File: src/rtl/fifo_peripheral_pkg.sv
// Shared register map and status-bit layout for the memory-mapped FIFO peripheral.
package fifo_peripheral_pkg;

    localparam logic [7:0] ADDR_DATA   = 8'h00;
    localparam logic [7:0] ADDR_STATUS = 8'h01;
    localparam logic [7:0] ADDR_COUNT  = 8'h02;
    localparam logic [7:0] ADDR_THRESH = 8'h03;

    localparam int unsigned ST_EMPTY = 0;
    localparam int unsigned ST_FULL  = 1;
    localparam int unsigned ST_UDF   = 2;
    localparam int unsigned ST_OVF   = 3;

    // Assemble the STATUS register image from its individual flags.
    function automatic logic [7:0] build_status(input logic ovf, input logic udf,
                                                input logic full, input logic empty);
        logic [7:0] s;
        s           = 8'h00;
        s[ST_OVF]   = ovf;
        s[ST_UDF]   = udf;
        s[ST_FULL]  = full;
        s[ST_EMPTY] = empty;
        return s;
    endfunction

endpackage

File: src/rtl/fifo_peripheral_sync_fifo.sv
// Byte-wide synchronous FIFO; refuses push when full / pop when empty and
// reports each refused attempt as a one-cycle ovf/udf pulse.
module sync_fifo #(
    parameter int DEPTH = 8
) (
    input  logic                       clock,
    input  logic                       rst,
    input  logic                       push,
    input  logic                       pop,
    input  logic [7:0]                 wdata,
    output logic [7:0]                 rdata,
    output logic [$clog2(DEPTH):0]     count,
    output logic                       full,
    output logic                       empty,
    output logic                       ovf,
    output logic                       udf
);

    localparam int PTR_W = $clog2(DEPTH);
    localparam int CNT_W = PTR_W + 1;

    logic [7:0]       mem_r [DEPTH];
    logic [PTR_W-1:0] wr_ptr_r;
    logic [PTR_W-1:0] rd_ptr_r;
    logic [CNT_W-1:0] count_r;
    logic             do_push_s;
    logic             do_pop_s;

    assign full  = (count_r == CNT_W'(DEPTH));
    assign empty = (count_r == CNT_W'(0));
    assign count = count_r;
    assign rdata = mem_r[rd_ptr_r];

    // Qualify strobes against occupancy and flag refused attempts.
    always_comb begin
        do_push_s = 1'b0;
        do_pop_s  = 1'b0;
        ovf       = 1'b0;
        udf       = 1'b0;
        if (push) begin
            do_push_s = !full;
            ovf       = full;
        end else begin
            do_push_s = 1'b0;
        end
        if (pop) begin
            do_pop_s = !empty;
            udf      = empty;
        end else begin
            do_pop_s = 1'b0;
        end
    end

    // Storage array; contents need no reset since occupancy gates every read.
    always_ff @(posedge clock) begin
        if (do_push_s) begin
            mem_r[wr_ptr_r] <= wdata;
        end
    end

    // Pointers wrap naturally modulo DEPTH because DEPTH is a power of two.
    always_ff @(posedge clock or posedge rst) begin
        if (rst) begin
            wr_ptr_r <= '0;
            rd_ptr_r <= '0;
            count_r  <= '0;
        end else begin
            if (do_push_s) begin
                wr_ptr_r <= wr_ptr_r + PTR_W'(1);
            end
            if (do_pop_s) begin
                rd_ptr_r <= rd_ptr_r + PTR_W'(1);
            end
            case ({do_push_s, do_pop_s})
                2'b10:   count_r <= count_r + CNT_W'(1);
                2'b01:   count_r <= count_r - CNT_W'(1);
                default: count_r <= count_r;
            endcase
        end
    end

endmodule

File: src/rtl/fifo_peripheral.sv
// Bus-facing FIFO peripheral: address decode, sticky error flags, threshold
// register, one-cycle registered response and level interrupt.
module fifo_peripheral
    import fifo_peripheral_pkg::*;
#(
    parameter int DEPTH      = 8,
    parameter int THRESH_RST = 1
) (
    input  logic       clock,
    input  logic       rst,
    input  logic       trans,
    input  logic       write,
    input  logic [7:0] waddr,
    input  logic [7:0] wdata,
    output logic       readyout,
    output logic [7:0] rdata,
    output logic       irq
);

    localparam int CNT_W = $clog2(DEPTH) + 1;

    logic             push_s;
    logic             pop_s;
    logic             status_clr_s;
    logic             thresh_wr_s;
    logic [7:0]       fifo_rdata_s;
    logic [CNT_W-1:0] fifo_count_s;
    logic             fifo_full_s;
    logic             fifo_empty_s;
    logic             fifo_ovf_s;
    logic             fifo_udf_s;
    logic [7:0]       count8_s;
    logic [7:0]       read_mux_s;
    logic             ovf_r;
    logic             udf_r;
    logic [7:0]       thresh_r;
    logic             readyout_r;
    logic [7:0]       rdata_r;

    sync_fifo #(.DEPTH(DEPTH)) u_fifo (
        .clock (clock),
        .rst   (rst),
        .push  (push_s),
        .pop   (pop_s),
        .wdata (wdata),
        .rdata (fifo_rdata_s),
        .count (fifo_count_s),
        .full  (fifo_full_s),
        .empty (fifo_empty_s),
        .ovf   (fifo_ovf_s),
        .udf   (fifo_udf_s)
    );

    assign count8_s = 8'(fifo_count_s);

    // Decode the current transfer into FIFO strobes and register writes.
    always_comb begin
        push_s       = 1'b0;
        pop_s        = 1'b0;
        status_clr_s = 1'b0;
        thresh_wr_s  = 1'b0;
        if (trans) begin
            push_s       = write  && (waddr == ADDR_DATA);
            pop_s        = !write && (waddr == ADDR_DATA);
            status_clr_s = write  && (waddr == ADDR_STATUS);
            thresh_wr_s  = write  && (waddr == ADDR_THRESH);
        end else begin
            push_s = 1'b0;
        end
    end

    // Read data mux; an empty pop yields zero rather than stale storage.
    always_comb begin
        read_mux_s = 8'h00;
        case (waddr)
            ADDR_DATA:   read_mux_s = fifo_empty_s ? 8'h00 : fifo_rdata_s;
            ADDR_STATUS: read_mux_s = build_status(ovf_r, udf_r, fifo_full_s, fifo_empty_s);
            ADDR_COUNT:  read_mux_s = count8_s;
            ADDR_THRESH: read_mux_s = thresh_r;
            default:     read_mux_s = 8'h00;
        endcase
    end

    // Sticky error flags; set and write-1-to-clear never coincide.
    always_ff @(posedge clock or posedge rst) begin
        if (rst) begin
            ovf_r <= 1'b0;
            udf_r <= 1'b0;
        end else begin
            if (fifo_ovf_s) begin
                ovf_r <= 1'b1;
            end else if (status_clr_s && wdata[ST_OVF]) begin
                ovf_r <= 1'b0;
            end
            if (fifo_udf_s) begin
                udf_r <= 1'b1;
            end else if (status_clr_s && wdata[ST_UDF]) begin
                udf_r <= 1'b0;
            end
        end
    end

    // Interrupt threshold register.
    always_ff @(posedge clock or posedge rst) begin
        if (rst) begin
            thresh_r <= 8'(THRESH_RST);
        end else if (thresh_wr_s) begin
            thresh_r <= wdata;
        end
    end

    // Response registers: writes echo wdata, reads capture the pre-edge value.
    always_ff @(posedge clock or posedge rst) begin
        if (rst) begin
            readyout_r <= 1'b0;
            rdata_r    <= 8'h00;
        end else begin
            readyout_r <= trans;
            if (trans) begin
                rdata_r <= write ? wdata : read_mux_s;
            end
        end
    end

    assign readyout = readyout_r;
    assign rdata    = rdata_r;
    assign irq      = (thresh_r != 8'h00) && (count8_s >= thresh_r);

endmodule

File: config.mk
export PLATFORM = sky130hd
export DESIGN_NAME = fifo_peripheral
export DESIGN_NICKNAME = d
export VERILOG_FILES = /design/src/rtl/fifo_peripheral_pkg.sv /design/src/rtl/fifo_peripheral_sync_fifo.sv /design/src/rtl/fifo_peripheral.sv
export SDC_FILE = /design/constraint.sdc
export NUM_CORES = 1
export LEC_CHECK = 0
export CAP_MARGIN = 20
export CORE_UTILIZATION = 53
export DETAILED_ROUTE_END_ITERATION = 10
export PLACE_DENSITY = 0.76
export RECOVER_POWER = 100
export SLEW_MARGIN = 20
export SYNTH_ARGS = -nofsm -noshare
export SYNTH_HDL_FRONTEND = slang
export SYNTH_SLANG_ARGS = --single-unit
File: constraint.sdc
create_clock -name clock -period 2.2 [get_ports clock]
set_input_delay 0.22 -clock clock [delete_from_list [all_inputs] [get_ports clock]]
set_output_delay 0.22 -clock clock [all_outputs]
set_load 0.01 [all_outputs]
==> flow_metrics.env, run 1 <==
export IMPL_tightest_slew_ns=1.61
export IMPL_synth_edf_count=64
export IMPL_crit_buf_inv=3
export IMPL_rows=31
export IMPL_cp_arrival_ns=2.47
export IMPL_r2r_start="u_fifo.count[0]"
export IMPL_io_buffers=29
export IMPL_setup_viol=1
export IMPL_cp_data_required_time_ns=2.45
export IMPL_drive_above_1_share_pct=27.8
export IMPL_track_usage_pct=23.1
export IMPL_power_density_nw_per_um2=640
export IMPL_seq_area_frac_synth_pct=63.6
export IMPL_syn_inst=286
export IMPL_nFillCells=531
export IMPL_gp_congestion=0.833
export IMPL_antennaDiodeCount=0
export IMPL_die_width_um=90.6
export IMPL_clkPwrFrac_pct=35.8
export IMPL_routed_via_density=5.74
export IMPL_drc_errors=0
export IMPL_cpPeakStageDelay_ns=0.37
export IMPL_crit_path_end_kind="flip-flop"
export IMPL_die_h_um=90.6
export IMPL_syn_avg_cell_area_um2=14.6
export IMPL_post_synth_num_cell_types=46
export IMPL_ir_drop_mv=0.375
export IMPL_synth_nets=315
export IMPL_path_common_cell="xor2_1"
export IMPL_grt_pass1_vias=2717
export IMPL_firstDrtPassIters=4
export IMPL_fin_ws_ns=-0.0175
export IMPL_hold_buffers=0
export IMPL_crit_type="flip-flop to flip-flop"
export IMPL_max_cap_viol_count=1
export IMPL_p_int_uw=2620
export IMPL_cts_buffers=9
export IMPL_drt_iter0_drc=210
export IMPL_antenna_found_initial=0
export IMPL_ys_seq_elements=93
export IMPL_final_core_util_pct=70.0
export IMPL_coreArea_um2=7410
export IMPL_status="finished with violations"
export IMPL_min_delay_start="waddr[1]"
export IMPL_pre_cts_ws_ns=-0.512
export IMPL_place_area_um2=4900
export IMPL_worstSkewPairLatency_ns=0.36
export IMPL_clockBufferDepth=2
export IMPL_grt_pass1_wl_um=14100
export IMPL_switching_share_pct=21.0
export IMPL_htree_levels=3
export IMPL_num_vias=2697
export IMPL_root_buffer="clkbuf_8"
export IMPL_area_growth_pct=24.6
export IMPL_wl_per_cell_um=18.8
export IMPL_io_pins=30
export IMPL_yosysMostFrequentCell="edfxtp_1"
export IMPL_hold_viol_final=0
export IMPL_grt_max_degree=30
export IMPL_cp_cell_sequence="buf_6, nor4b_4, buf_4, nor4_4, inv_2, ha_4, xor2_2, ha_2, a21oi_2, xor2_1, nor2_1, xor2_1"
export IMPL_maxSlewHeadroom_pct=-7.53
export IMPL_yosysTopAreaCellShare_pct=46.2
export IMPL_skew_ns=0.0103
export IMPL_p_switching_uw=696
export IMPL_async_flop_share_pct=31.2
export IMPL_slew_violations=30
export IMPL_fin_crit_sh_pct=101
export IMPL_synth_area_um2=4160
export IMPL_ant_nets=0
export IMPL_synthTopCellsByArea="edfxtp_1, dfrtp_1, mux2i_1"
export IMPL_yosys_warnings=0
export IMPL_crit_family="XOR/XNOR gates"
export IMPL_synth_top_area_cell="edfxtp_1"
export IMPL_fmax_mhz=451
export IMPL_cts_tree="built"
export IMPL_dp_hpwl_um=6210
export IMPL_violations="max-capacitance violations, max-slew violations, negative setup slack"
export IMPL_whs_ns=0.367
export IMPL_cp_start_kind="flip-flop"
export IMPL_path_max_fanout=4
export IMPL_ys_flop_type="edfxtp_1"
export IMPL_pwr_share_seq_pct=57.6
export IMPL_cts_sinks=93
export IMPL_startpoint="u_fifo.count[0]"
export IMPL_synth_top_cells_by_count="edfxtp_1, dfrtp_1, mux2i_1"
export IMPL_hp_class="input pin to flip-flop"
export IMPL_finalInstanceArea_um2=5190
export IMPL_p_leak_uw=0.00198
export IMPL_die_area_um2=8210
export IMPL_p_comb_share_pct=6.6
export IMPL_path_clk_slew_ns=0.09
export IMPL_min_period_ns=2.22
export IMPL_wl_um=8850
export IMPL_finalNetCount=395
export IMPL_gr_total_overflow=0
export IMPL_initial_core_util_pct=56.2
export IMPL_slowest_stage="dfrtp_1"
export IMPL_rsz0062_at_grt="yes"
## per-layer routing
metal	up-vias	global-route usage [%]	part of all wire, %
li1	1259	-	-
met1	1348	31.3	44
met2	72	36.5	49
met3	18	4.21	4.6
met4	0	10.3	2.3
met5	-	0	0
## sequential cells by signal (all words and copies together), names as in the netlist
register and cells:
ovf_r 1, rdata 8, readyout 1, thresh_r 8, u_fifo.count 4, u_fifo.mem_r 64
u_fifo.rd_ptr_r 3, u_fifo.wr_ptr_r 3, udf_r 1
## cells by family after synthesis
logic type      share of synthesized area [%]
mux                                      13.2
xor+xnor                                 1.89
buf+inv                                  2.25
flops                                    63.6
fa+ha+maj                                2.70
compound gates                           7.99
simple gates                             8.32
## worst paths after layout
| kind | cells past startpoint | to | slack, ns |
|---|---|---|---|
| max | 12 | u_fifo.count[2] | -0.02 |
| min | 5 | rdata[6] | 0.37 |
| max reg2reg | 12 | u_fifo.count[2] | -0.02 |
| min reg2reg | 1 | u_fifo.wr_ptr_r[2] | 0.49 |
| max in group asynchronous | 3 | u_fifo.count[2] | 0.30 |
| min in group asynchronous | 3 | u_fifo.count[1] | 0.85 |
## placed cells by master (no fill, tap or decap), drive strengths merged, types with 2 or more instances in the layout
cell type,n
edfxtp,64
nor4,4
clkdlybuf4s50,2
buf,45
xnor2,4
nor2,12
nor3,8
nand2b,7
mux2i,25
nand2,9
nor2b,3
a22oi,12
and2,2
dlygate4sd3,18
dfrtp,28
dlygate4sd2,7
a21oi,13
inv,9
mux2,16
o22ai,5
a22o,6
bufinv,2
or3,2
mux4,4
nand4,2
o21ai,6
nand3,5
xor2,5
ha,9
clkinv,5
or4,2
clkbuf,16
## power groups by stage
stage,clock (µW),combinational [µW],sequential (µW)
6_report,1190,220,1910
4_1_cts,1200,226,1910
3_3_place_gp,0,219,1950
3_5_place_dp,0,224,1950
5_1_grt,1280,240,1910
2_1_floorplan,0,75.7,1960
## final cells by class
cell class                      instances  area, µm²  share of cell area [%]
Tap cell                               99        124                    2.39
Sequential cell                        93       2650                    51.1
Multi-Input combinational cell        173       1520                    29.3
Timing Repair Buffer                   80        656                    12.6
Clock inverter                          7       80.1                    1.54
Clock buffer                            9        124                    2.39
Inverter                                9       33.8                   0.651
## timing repair
action,CTS,global route
setup endpoints to repair,4,4
setup buffers,5,3
gates cloned,0,0
hold endpoints to repair,0,0
pin swaps,10,13
resized for setup,15,10
## per-stage QoR
stage | power (µW) | setup TNS [ns] | instances
2_1_floorplan | 2030 | -0.346 | 286
5_1_grt | 3430 | -0.341 | 470
6_report | 3320 | -0.0175 | 470
3_3_place_gp | 2170 | -20.05 | 446
3_5_place_dp | 2180 | -21.00 | 446
4_1_cts | 3340 | 0 | 467
## worst reg2reg max path: cells and delay by family (launching register included)
family	cells	cell delay, ns
XOR/XNOR	3	0.47
AND/OR/NAND/NOR	3	0.41
buffers and inverters	3	0.38
flip-flops	1	0.37
adder cells (fa/ha/maj)	2	0.36
AO/OA/AOI/OAI	1	0.12
No activity file was read; power rests on OpenSTA's default activity.
==> inputs of run 2 (changes only) <==
--- a/config.mk
+++ b/config.mk
@@ -6,6 +6,7 @@
 export NUM_CORES = 1
 export LEC_CHECK = 0
 export CAP_MARGIN = 20
+export CORE_MARGIN = 10
 export CORE_UTILIZATION = 53
 export DETAILED_ROUTE_END_ITERATION = 10
 export PLACE_DENSITY = 0.76
==> flow_metrics.env, run 2 (same netlist as run 1, synthesis figures left out) <==
export IMPL_path_clk_slew_ns=0.09
export IMPL_antennaDiodeCount=0
export IMPL_slew_violations=30
export IMPL_min_period_ns=2.14
export IMPL_ir_drop_mv=0.320
export IMPL_firstDrtPassIters=4
export IMPL_num_vias=2711
export IMPL_routed_wl_met2_um=4980
export IMPL_gp_congestion=0.865
export IMPL_coreArea_um2=7690
export IMPL_violations="max-capacitance violations, max-slew violations"
export IMPL_antenna_found_initial=0
export IMPL_wl_per_cell_um=19.6
export IMPL_met3_length_um=579
export IMPL_rsz0062_at_grt="yes"
export IMPL_multi_input_area_um2=1540
export IMPL_grt_max_degree=30
export IMPL_routed_via_density=5.65
export IMPL_initial_core_util_pct=54.2
export IMPL_largest_reg_flops=64
export IMPL_cts_tree="built"
export IMPL_fin_crit_sh_pct=97.3
export IMPL_gr_total_overflow=0
export IMPL_drt_iter0_drc=209
export IMPL_cpPeakStageDelay_ns=0.59
export IMPL_finalSetupTns_ns=0
export IMPL_layout_common_cells="edfxtp_1, buf_4, dfrtp_1"
export IMPL_crit_path_end_kind="flip-flop"
export IMPL_cp_start_kind="input pin"
export IMPL_max_cap_viol_count=1
export IMPL_die_h_um=109
export IMPL_htree_levels=3
export IMPL_rows=32
export IMPL_slowest_stage="or4_4"
export IMPL_whs_ns=0.500
export IMPL_die_area_um2=11800
export IMPL_grt_pass1_vias=2708
export IMPL_path_common_cell="xor2_1"
export IMPL_crit_family="simple AND/OR/NAND/NOR gates"
export IMPL_power_density_nw_per_um2=620
export IMPL_drc_errors=0
export IMPL_cp_cell_sequence="dlygate4sd2_1, or4_4, nor4_4, inv_2, ha_4, xor2_2, ha_2, a21oi_2, xor2_1, nor2_1, xor2_1"
export IMPL_area_growth_pct=26.5
export IMPL_final_common_cell="edfxtp_1"
export IMPL_hp_class="flip-flop to flip-flop"
export IMPL_tightest_slew_ns=1.62
export IMPL_path_max_fanout=4
export IMPL_cts_sinks=93
export IMPL_finalNetCount=402
export IMPL_setup_viol=0
export IMPL_p_leak_uw=0.00201
export IMPL_maxSlewHeadroom_pct=-8.31
export IMPL_dp_hpwl_um=6400
export IMPL_grt_pass1_wl_um=14500
export IMPL_clockBufferDepth=2
export IMPL_drive_above_1_share_pct=31.2
export IMPL_skew_ns=0.0202
export IMPL_crit_type="input pin to flip-flop"
export IMPL_regMostFlops="u_fifo.mem_r"
export IMPL_fmax_mhz=467
export IMPL_cts_buffers=9
export IMPL_cp_data_required_time_ns=2.45
export IMPL_met1_length_um=3720
export IMPL_wl_um=9390
export IMPL_pre_cts_ws_ns=-0.550
export IMPL_die_width_um=109
export IMPL_io_buffers=29
export IMPL_fin_ws_ns=0.0587
export IMPL_worstSkewPairLatency_ns=0.36
export IMPL_routed_top_layer="met4"
export IMPL_track_usage_pct=16.1
export IMPL_cp_arrival_ns=2.39
export IMPL_status="finished with violations"
export IMPL_hold_viol_final=0
export IMPL_io_pins=30
export IMPL_crit_buf_inv=2
export IMPL_nFillCells=527
export IMPL_seqCellArea_um2=2650
export IMPL_ant_nets=0
export IMPL_root_buffer="clkbuf_8"
## run 2: cell types whose count changed in the layout (fill, tap and decap cells not counted), sizes merged
cell	change
bufinv	-1
dlymetal6s2s	-1
clkbuf	-5
clkinv	-1
dlygate4sd2	+1
buf	+12
clkinvlp	+1
inv	+1
## run 2: path summary, 6_finish.rpt
check,to,cells after the start,from,slack (ns)
max in group asynchronous,u_fifo.count[1],3,rst,0.44
worst min-delay path,u_fifo.wr_ptr_r[2],1,u_fifo.wr_ptr_r[2],0.50
worst max register to register,u_fifo.count[2],12,u_fifo.count[1],0.07
min in group asynchronous,u_fifo.count[0],3,rst,0.71
worst max-delay path,u_fifo.count[2],11,waddr[0],0.06
worst min register to register,u_fifo.wr_ptr_r[2],1,u_fifo.wr_ptr_r[2],0.50
## run 2: timing repair
action                                  CTS  global route
pin swaps                                10            12
hold endpoints to repair                  0             0
setup buffers                            12             4
resized for setup                        17            13
hold buffers                              0             0
endpoints found under the setup margin    4             4
## run 2: metal layers
layer  vias to the layer above  global-route usage [%]
met5                         -                       0
met4                         0                    5.93
met3                         9                    3.72
met2                        81                    27.5
met1                      1352                    19.6
li1                       1269                       -
## run 2: cell type report
class / count / share of cell area (%)
multi-input cells: 173 / 29.2
flip-flops and latches: 93 / 50.3
inverters: 9 / 0.689
clock inverters: 7 / 1.43
repair buffers: 87 / 13.6
clock buffers: 9 / 2.35
well taps: 102 / 2.42
## run 2: report_power, final
group / switching (µW) / total, µW / internal [µW]
Clock: 603 / 1130 / 531
Sequential: 18.5 / 1910 / 1890
Combinational: 113 / 216 / 103
## run 2: stage by stage
step                utilization (%)  cells  total power, µW  area [µm²]
detailed placement             63.5    448             2170        4880
global placement               63.5    448             2170        4880
CTS                            67.4    476             3280        5180
finish                         68.5    480             3260        5270
global route                   68.5    480             3370        5270
floorplan                         -    286             2030        4220
